$ cat src/rtl/draw_scheduler.sv
// draw_scheduler: round-robin arbiter sharing one VGA adapter write port among N draw clients.
// Define DRAW_TIMEOUT_EN to add a per-grant busy watchdog that aborts a stalled client.
module draw_scheduler #(
  parameter int N_CLIENTS      = 4,
  parameter int ID_W           = 2,
  parameter int TIMEOUT_CYCLES = 16384
) (
  input  logic                     clk,
  input  logic                     resetn,
  input  logic [N_CLIENTS-1:0]     req,
  input  logic [N_CLIENTS-1:0]     done,
  input  logic [9*N_CLIENTS-1:0]   x_in,
  input  logic [8*N_CLIENTS-1:0]   y_in,
  input  logic [12*N_CLIENTS-1:0]  color_in,
  input  logic [N_CLIENTS-1:0]     we_in,
  output logic [N_CLIENTS-1:0]     enable_draw,
  output logic [N_CLIENTS-1:0]     client_abort,
  output logic [8:0]               X_out,
  output logic [7:0]               Y_out,
  output logic [11:0]              Color_out,
  output logic                     writeEn,
  output logic [ID_W-1:0]          grant_id,
  output logic                     busy,
  output logic                     timeout_err
);
  typedef enum logic [2:0] {IDLE, ARB, START, BUSY, RELEASE} state_t;
  state_t r_state;
  logic [ID_W-1:0] r_rr, w_win, w_next_rr;
  logic [8:0] w_x;
  logic [7:0] w_y;
  logic [11:0] w_c;
  logic w_we, w_done;
  always_comb begin
    w_win = '0;
    w_x = '0;
    w_y = '0;
    w_c = '0;
    w_we = 1'b0;
    w_done = 1'b0;
    // Scan the search order backwards so the first hit from r_rr is the last assignment
    for (int k = N_CLIENTS - 1; k >= 0; k--)
      if (req[(int'(r_rr) + k) % N_CLIENTS]) w_win = ID_W'((int'(r_rr) + k) % N_CLIENTS);
    for (int i = 0; i < N_CLIENTS; i++)
      if (grant_id == ID_W'(i)) begin
        w_x = x_in[9*i +: 9];
        w_y = y_in[8*i +: 8];
        w_c = color_in[12*i +: 12];
        w_we = we_in[i];
        w_done = done[i];
      end
    w_next_rr = (int'(grant_id) == N_CLIENTS - 1) ? '0 : grant_id + 1'b1;
  end
`ifdef DRAW_TIMEOUT_EN
  logic [14:0] r_cnt;
  logic [N_CLIENTS-1:0] r_abort;
  logic r_terr, w_limit;
  assign w_limit = (r_cnt + 15'd1) == 15'(TIMEOUT_CYCLES);
  assign client_abort = r_abort;
  assign timeout_err = r_terr;
`else
  assign client_abort = '0;
  assign timeout_err = 1'b0;
`endif
  always_ff @(posedge clk) begin
    if (!resetn) begin
      r_state <= IDLE;
      r_rr <= '0;
      grant_id <= '0;
      enable_draw <= '0;
      X_out <= '0;
      Y_out <= '0;
      Color_out <= '0;
      writeEn <= 1'b0;
      busy <= 1'b0;
`ifdef DRAW_TIMEOUT_EN
      r_cnt <= '0;
      r_abort <= '0;
      r_terr <= 1'b0;
`endif
    end else begin
      enable_draw <= '0;
      writeEn <= 1'b0;
`ifdef DRAW_TIMEOUT_EN
      r_abort <= '0;
`endif
      case (r_state)
        IDLE: if (|req) begin
          r_state <= ARB;
          busy <= 1'b1;
        end
        ARB: if (|req) begin
          grant_id <= w_win;
          enable_draw <= N_CLIENTS'(1) << w_win;
          r_state <= START;
        end else begin
          r_state <= IDLE;
          busy <= 1'b0;
        end
        START: begin
          r_state <= BUSY;
`ifdef DRAW_TIMEOUT_EN
          r_cnt <= '0;
`endif
        end
        BUSY: begin
          X_out <= w_x;
          Y_out <= w_y;
          Color_out <= w_c;
          writeEn <= w_we;
          if (w_done) r_state <= RELEASE;
`ifdef DRAW_TIMEOUT_EN
          r_cnt <= r_cnt + 15'd1;
          if (!w_done && w_limit) begin
            r_abort <= N_CLIENTS'(1) << grant_id;
            r_terr <= 1'b1;
            r_state <= RELEASE;
          end
`endif
        end
        RELEASE: begin
          r_rr <= w_next_rr;
          r_state <= (|req) ? ARB : IDLE;
          busy <= |req;
        end
        default: begin
          r_state <= IDLE;
          busy <= 1'b0;
        end
      endcase
    end
  end
endmodule

$ cat config.mk
export PLATFORM = sky130hd
export DESIGN_NAME = draw_scheduler
export DESIGN_NICKNAME = d
export VERILOG_FILES = /design/src/rtl/draw_scheduler.sv
export SDC_FILE = /design/constraint.sdc
export NUM_CORES = 1
export LEC_CHECK = 0
export BUFFER_PORTS_ARGS = -buffer_cell sky130_fd_sc_hd__buf_2
export CORE_MARGIN = 2
export CORE_UTILIZATION = 40
export DETAILED_ROUTE_END_ITERATION = 7
export GPL_TIMING_DRIVEN = 1
export PLACE_DENSITY = 0.76
export SYNTH_ARGS = -nofsm -noshare
export SYNTH_HDL_FRONTEND = slang
export SYNTH_SLANG_ARGS = --single-unit
$ cat constraint.sdc
create_clock -name clk -period 2.25 [get_ports clk]
set_input_delay 0.1125 -clock clk [delete_from_list [all_inputs] [get_ports clk]]
set_output_delay 0.1125 -clock clk [all_outputs]
set_load 0.01 [all_outputs]
### After elaboration in Yosys (flattened, before gate mapping)

Index checks and enable logic that the tools add are counted.

* output and inout bits: 42
* bits in registers: 42
* bits of input ports: 130
* logic and storage cells: 89

* reduce and logical (&&, ||, !) cells: 12
* add/subtract/negate cells: 4
* shifts and indexed selects: 1
* bitwise logic cells: 4
* multiplexer cells: 44
* equal/unequal tests: 11
* order comparisons: 4

Operators with widths (count)
* 2-to-1 mux 12 bit: 4
* 2-to-1 mux 9 bit: 4
* 2-to-1 mux 8 bit: 4
* 2-to-1 mux 1 bit: 18
* case mux 3 bit (5 select lines): 1
* < comparator 3 x 4 -> 1 bit (second input constant): 3
* 2-to-1 mux 2 bit: 6
* binary-select mux 1 bit (select 2 bit): 4
* OR reduction 2 bit: 4
* equality test 3 x 2 -> 1 bit (second input constant): 2
* 2-to-1 mux 3 bit: 2
* inequality test 2 bit (second input constant): 3
* AND reduction 2 bit: 3
* AND reduction 3 bit: 2
* adder 2 x 1 -> 2 bit (second input constant): 2
* adder 2 bit (second input constant): 2
* equality test 2 x 1 -> 1 bit (second input constant): 2
* equality test 2 bit (second input constant): 2
* case mux 1 bit (4 select lines): 1
* OR reduction 4 bit: 1
* << shifter 1 x 2 -> 4 bit (first input constant): 1
* bitwise AND 1 bit (first input constant): 3
* equality test 3 x 1 -> 1 bit (second input constant): 1
* equality test 3 bit (second input constant): 1
* other kinds (4): 4

### Logic depth before layout (Yosys ltp)

* depth in word-level cells: 11
* mapped depth: 8
* depth with buffers taken out: 6

### Worst setup path before layout

No wires, ideal clock.

* path type: register to register
* from: reg grant_id[0]
* to: reg Color_out[0]
* arrival time: 1.560 ns
* data required time: 2.130 ns
* library setup time: 0.120 ns
* clock period less this slack: 1.679 ns
* path slack: 0.571 ns
* cell stages (with the launch flop): 8
* buffers on the path: 2
* path through: dfxtp_1 -> inv_1 -> ha_1 -> buf_2 -> clkbuf_1 -> a221o_1 -> a221oi_2 -> nor2_1

* longest elaborated chain between the ends: 5

RTL lines
* start, declared: line 22 `output logic [ID_W-1:0] grant_id,`
* start signal, assigned: line 92 `grant_id <= w_win;`
* logical NOT 2 bit: line 44 `if (grant_id == ID_W'(i)) begin`
* 2-to-1 mux 12 bit (3 in a row): line 44
* 2-to-1 mux 12 bit (*): line 44
* end signal, assigned: line 108 `Color_out <= w_c;`
* end, declared: line 20 `output logic [11:0] Color_out,`

Every way passes the cells marked *; elsewhere a longest branch is shown, timed or not.
A chain may end at the register's enable or synchronous reset.

### Worst setup path in the final report

* from: reg grant_id[0]
* to: reg X_out[0]

* longest elaborated chain between the ends: 5

RTL lines
* logical NOT 2 bit: line 44
* 2-to-1 mux 9 bit (3 in a row): line 44
* 2-to-1 mux 9 bit (*): line 44
* end signal, assigned: line 106 `X_out <= w_x;`
* end, declared: line 18 `output logic [8:0] X_out,`

Marked as above.

==> impl_metrics.csv <==
group,metric,value,unit
route,drtIter0Drc,91,
critical_path,reg2regPathDepth,7,
cts,cts_max_level,2,
floorplanning,rows,30,
sta,rsz0062_at_grt,"false",
global_routing,grt_pass1_wl,13.2,mm
critical_path,crit_family,"compound AO/OA/AOI/OAI gates",
critical_path,worstPathBufferInverterCount,2,
yosys,yosys_most_used_dff,"dfxtp_1",
yosys,ys_warn_count,0,
floorplanning,core_area,6680,um^2
sta,fin_crit_sh,0.813,
pwr,internal-power,1.31,mW
critical_path,cp-start-kind,"register",
finish,drive_gt1_frac,0.471,
yosys,ys_seq_area_frac,0.308,
route,wl_per_cell,15.1,um
cts,clk_latency,0.29,ns
sta,finalSetupViolCount,0,
pwr,power_density,516,nW/um^2
floorplanning,initial_core_util,0.408,
finish,fillers,614,
critical_path,slowest_delay,0.43,ns
sta,worst_pin_slew,0.615,ns
job,drv_cap,0,
global_routing,grtUsageTotal,0.217,
route,drt_first_pass_iters,4,
cts,tritoncts,"done",
cts,clockBufferDepth,2,
sta,max_slew_margin,0.590,
placed_design,io_buffers,166,
sta,hold_viol_final,0,
sta,clock_skew,0.00562,ns
floorplanning,die_h,86.6,um
finish,final_common_cell,"buf_2",
cts,post-cts-setup-buffers,0,
placed_design,gp_congestion,0.786,
pwr,clkPwrFrac,0.267,
cts,cts.sinks,42,
pwr,swShare,0.307,
pwr,vdd_drop_max,0.386,mV
finish,nets,606,
finish,area_growth,34.1,%
route,postRouteAntennaNets,0,
critical_path,setup.worst_path.class,"reg2reg",
sta,period_needed,1.83,ns
outcome,outcome,"completed",
yosys,synth-edff-count,0,
route,vias_per_cell,5.40,
global_routing,grt_antenna_before_repair,0,
global_routing,grt_pass1_vias,2926,
pwr,comb_power_share,0.295,
critical_path,path_max_fanout,14,
global_routing,overflow,0,
pwr,p_switching,0.580,mW
yosys,ys_seq_elements,42,
pwr,seqPwrFrac,0.438,
finish,mostFrequentLayoutCells,"buf_2, dfxtp_1, a21oi_1, nor2_1, inv_1",
yosys,avgSynthCellArea,8.55,um^2
cts,clkTransAtPathRegs,0.08,ns
cts,hold_buffers,0,
yosys,syn_area,2730,um^2
critical_path,crit_path_end_kind,"register",
floorplanning,io_pins,172,
min_path,hold_class,"in2reg",
floorplanning,dieArea,7500,um^2
cts,cts_resized,0,
yosys,async_reset_ff_frac,0,
critical_path,cp_slowest_cell,"dfxtp_1",
sta,clock.fmax,0.546,GHz
cts,cts_buffers,5,
sta,slew_viol_final,0,
route,vias,2985,
placed_design,dp.final_hpwl,6.26,mm
sta,tns,0,ns
critical_path,path_cells,"inv_1 -> ha_1 -> nor2b_4 -> buf_4 -> a221o_1 -> a221oi_2 -> nor2_1",
cts,cts-root-buf,"clkbuf_8",
critical_path,crit_arrival,2.00,ns
pwr,p_leak,1.85,nW
yosys,synth_cells,319,
min_path,whs_path_depth,3,
route,drc,0,
placed_design,dpl_cell_area,3560,um^2
floorplanning,dieWidth,86.6,um
finish,design_area,3660,um^2
critical_path,crit_required,2.42,ns
critical_path,cp.depth,7,
route,drt-total-wl,8.33,mm
global_routing,grt_max_degree,37,
finish,num_antenna_cells,0,
yosys,ys_types,38,
[registers in the layout, indices dropped and copies added (netlist names)]
signal / cells
Color_out: 12
X_out: 9
Y_out: 8
busy: 1
enable_draw: 4
grant_id: 2
r_rr: 2
r_state: 3
writeEn: 1
[Yosys cell counts, types with 2 or more instances]
master	instances	area [um^2]
a211oi_1	2	15.0
a21oi_1	34	170
a221o_1	28	280
a221oi_1	2	17.5
a221oi_2	28	420
buf_2	11	55.1
buf_4	6	45.0
buf_6	6	67.6
clkbuf_1	14	52.6
dfxtp_1	42	841
ha_1	4	50.1
inv_1	33	124
mux2i_1	3	30.0
nand2_1	8	30.0
nor2_1	34	128
nor2b_1	5	31.3
nor3_1	3	15.0
nor3b_1	3	22.5
o21ai_0	11	55.1
o21ai_1	22	110
o22ai_1	3	18.8
[worst reg2reg max path, stage by stage, from the launching register on]
cell	delay, ns
dfxtp_1	0.43
inv_1	0.10
ha_1	0.23
nor2b_4	0.13
buf_4	0.19
a221o_1	0.32
a221oi_2	0.23
nor2_1	0.09
[final cells by class]
type,count,area (um^2),share of cell area
Clock buffer,6,82.6,0.0226
Clock inverter,2,12.5,0.00342
Timing Repair Buffer,179,928,0.254
Sequential cell,42,841,0.230
Multi-Input combinational cell,210,1570,0.428
Inverter,34,128,0.0349
Tap cell,80,100,0.0274
[stage by stage]
stage	setup WS [ns]	total power, mW	utilization	hold slack (ns)	std cells
after floorplan	0.571	1.19	-	0.261	323
after global routing	0.293	2.00	0.548	0.0782	553
final	0.420	1.89	0.548	0.0735	553
after CTS	0.393	1.91	0.548	0.0640	553
after global placement	0.510	1.39	0.533	0.369	545
after detailed placement	0.423	1.40	0.533	0.374	545
[power groups by stage]
stage	clock network [mW]	logic (mW)	registers, mW
6_report	0.504	0.556	0.826
5_1_grt	0.560	0.611	0.833
4_1_cts	0.523	0.560	0.826
3_5_place_dp	0	0.558	0.843
3_3_place_gp	0	0.547	0.841
2_1_floorplan	0	0.332	0.855
[final timing paths]
path / start / endpoint / slack, ns
worst max register to register: grant_id[0] / X_out[0] / 0.42
worst min-delay path: we_in[3] / writeEn / 0.07
worst min register to register: X_out[7] / X_out[7] / 0.50
worst max-delay path: grant_id[0] / X_out[0] / 0.42
[kinds of logic (layout without fill, tap and decap cells)]
kind of cell               count (synthesis)  in the layout  share of synthesized area
adders and majority gates                  4              4                     0.0183
muxes                                      3              3                     0.0110
buffers and inverters                     71            221                      0.127
other                                      1              5                    0.00137
and+or+nand+nor                           64             64                      0.123
DFF                                       42             42                      0.308
AOI/OAI and AO/OA                        134            134                      0.411
[per-layer routing]
layer | GRT usage | part of all wire
met4 | 0.0597 | 0.011
met5 | 0 | 0
met3 | 0.0448 | 0.057
met1 | 0.254 | 0.41
met2 | 0.397 | 0.52
(Power assumes the default switching activity.)
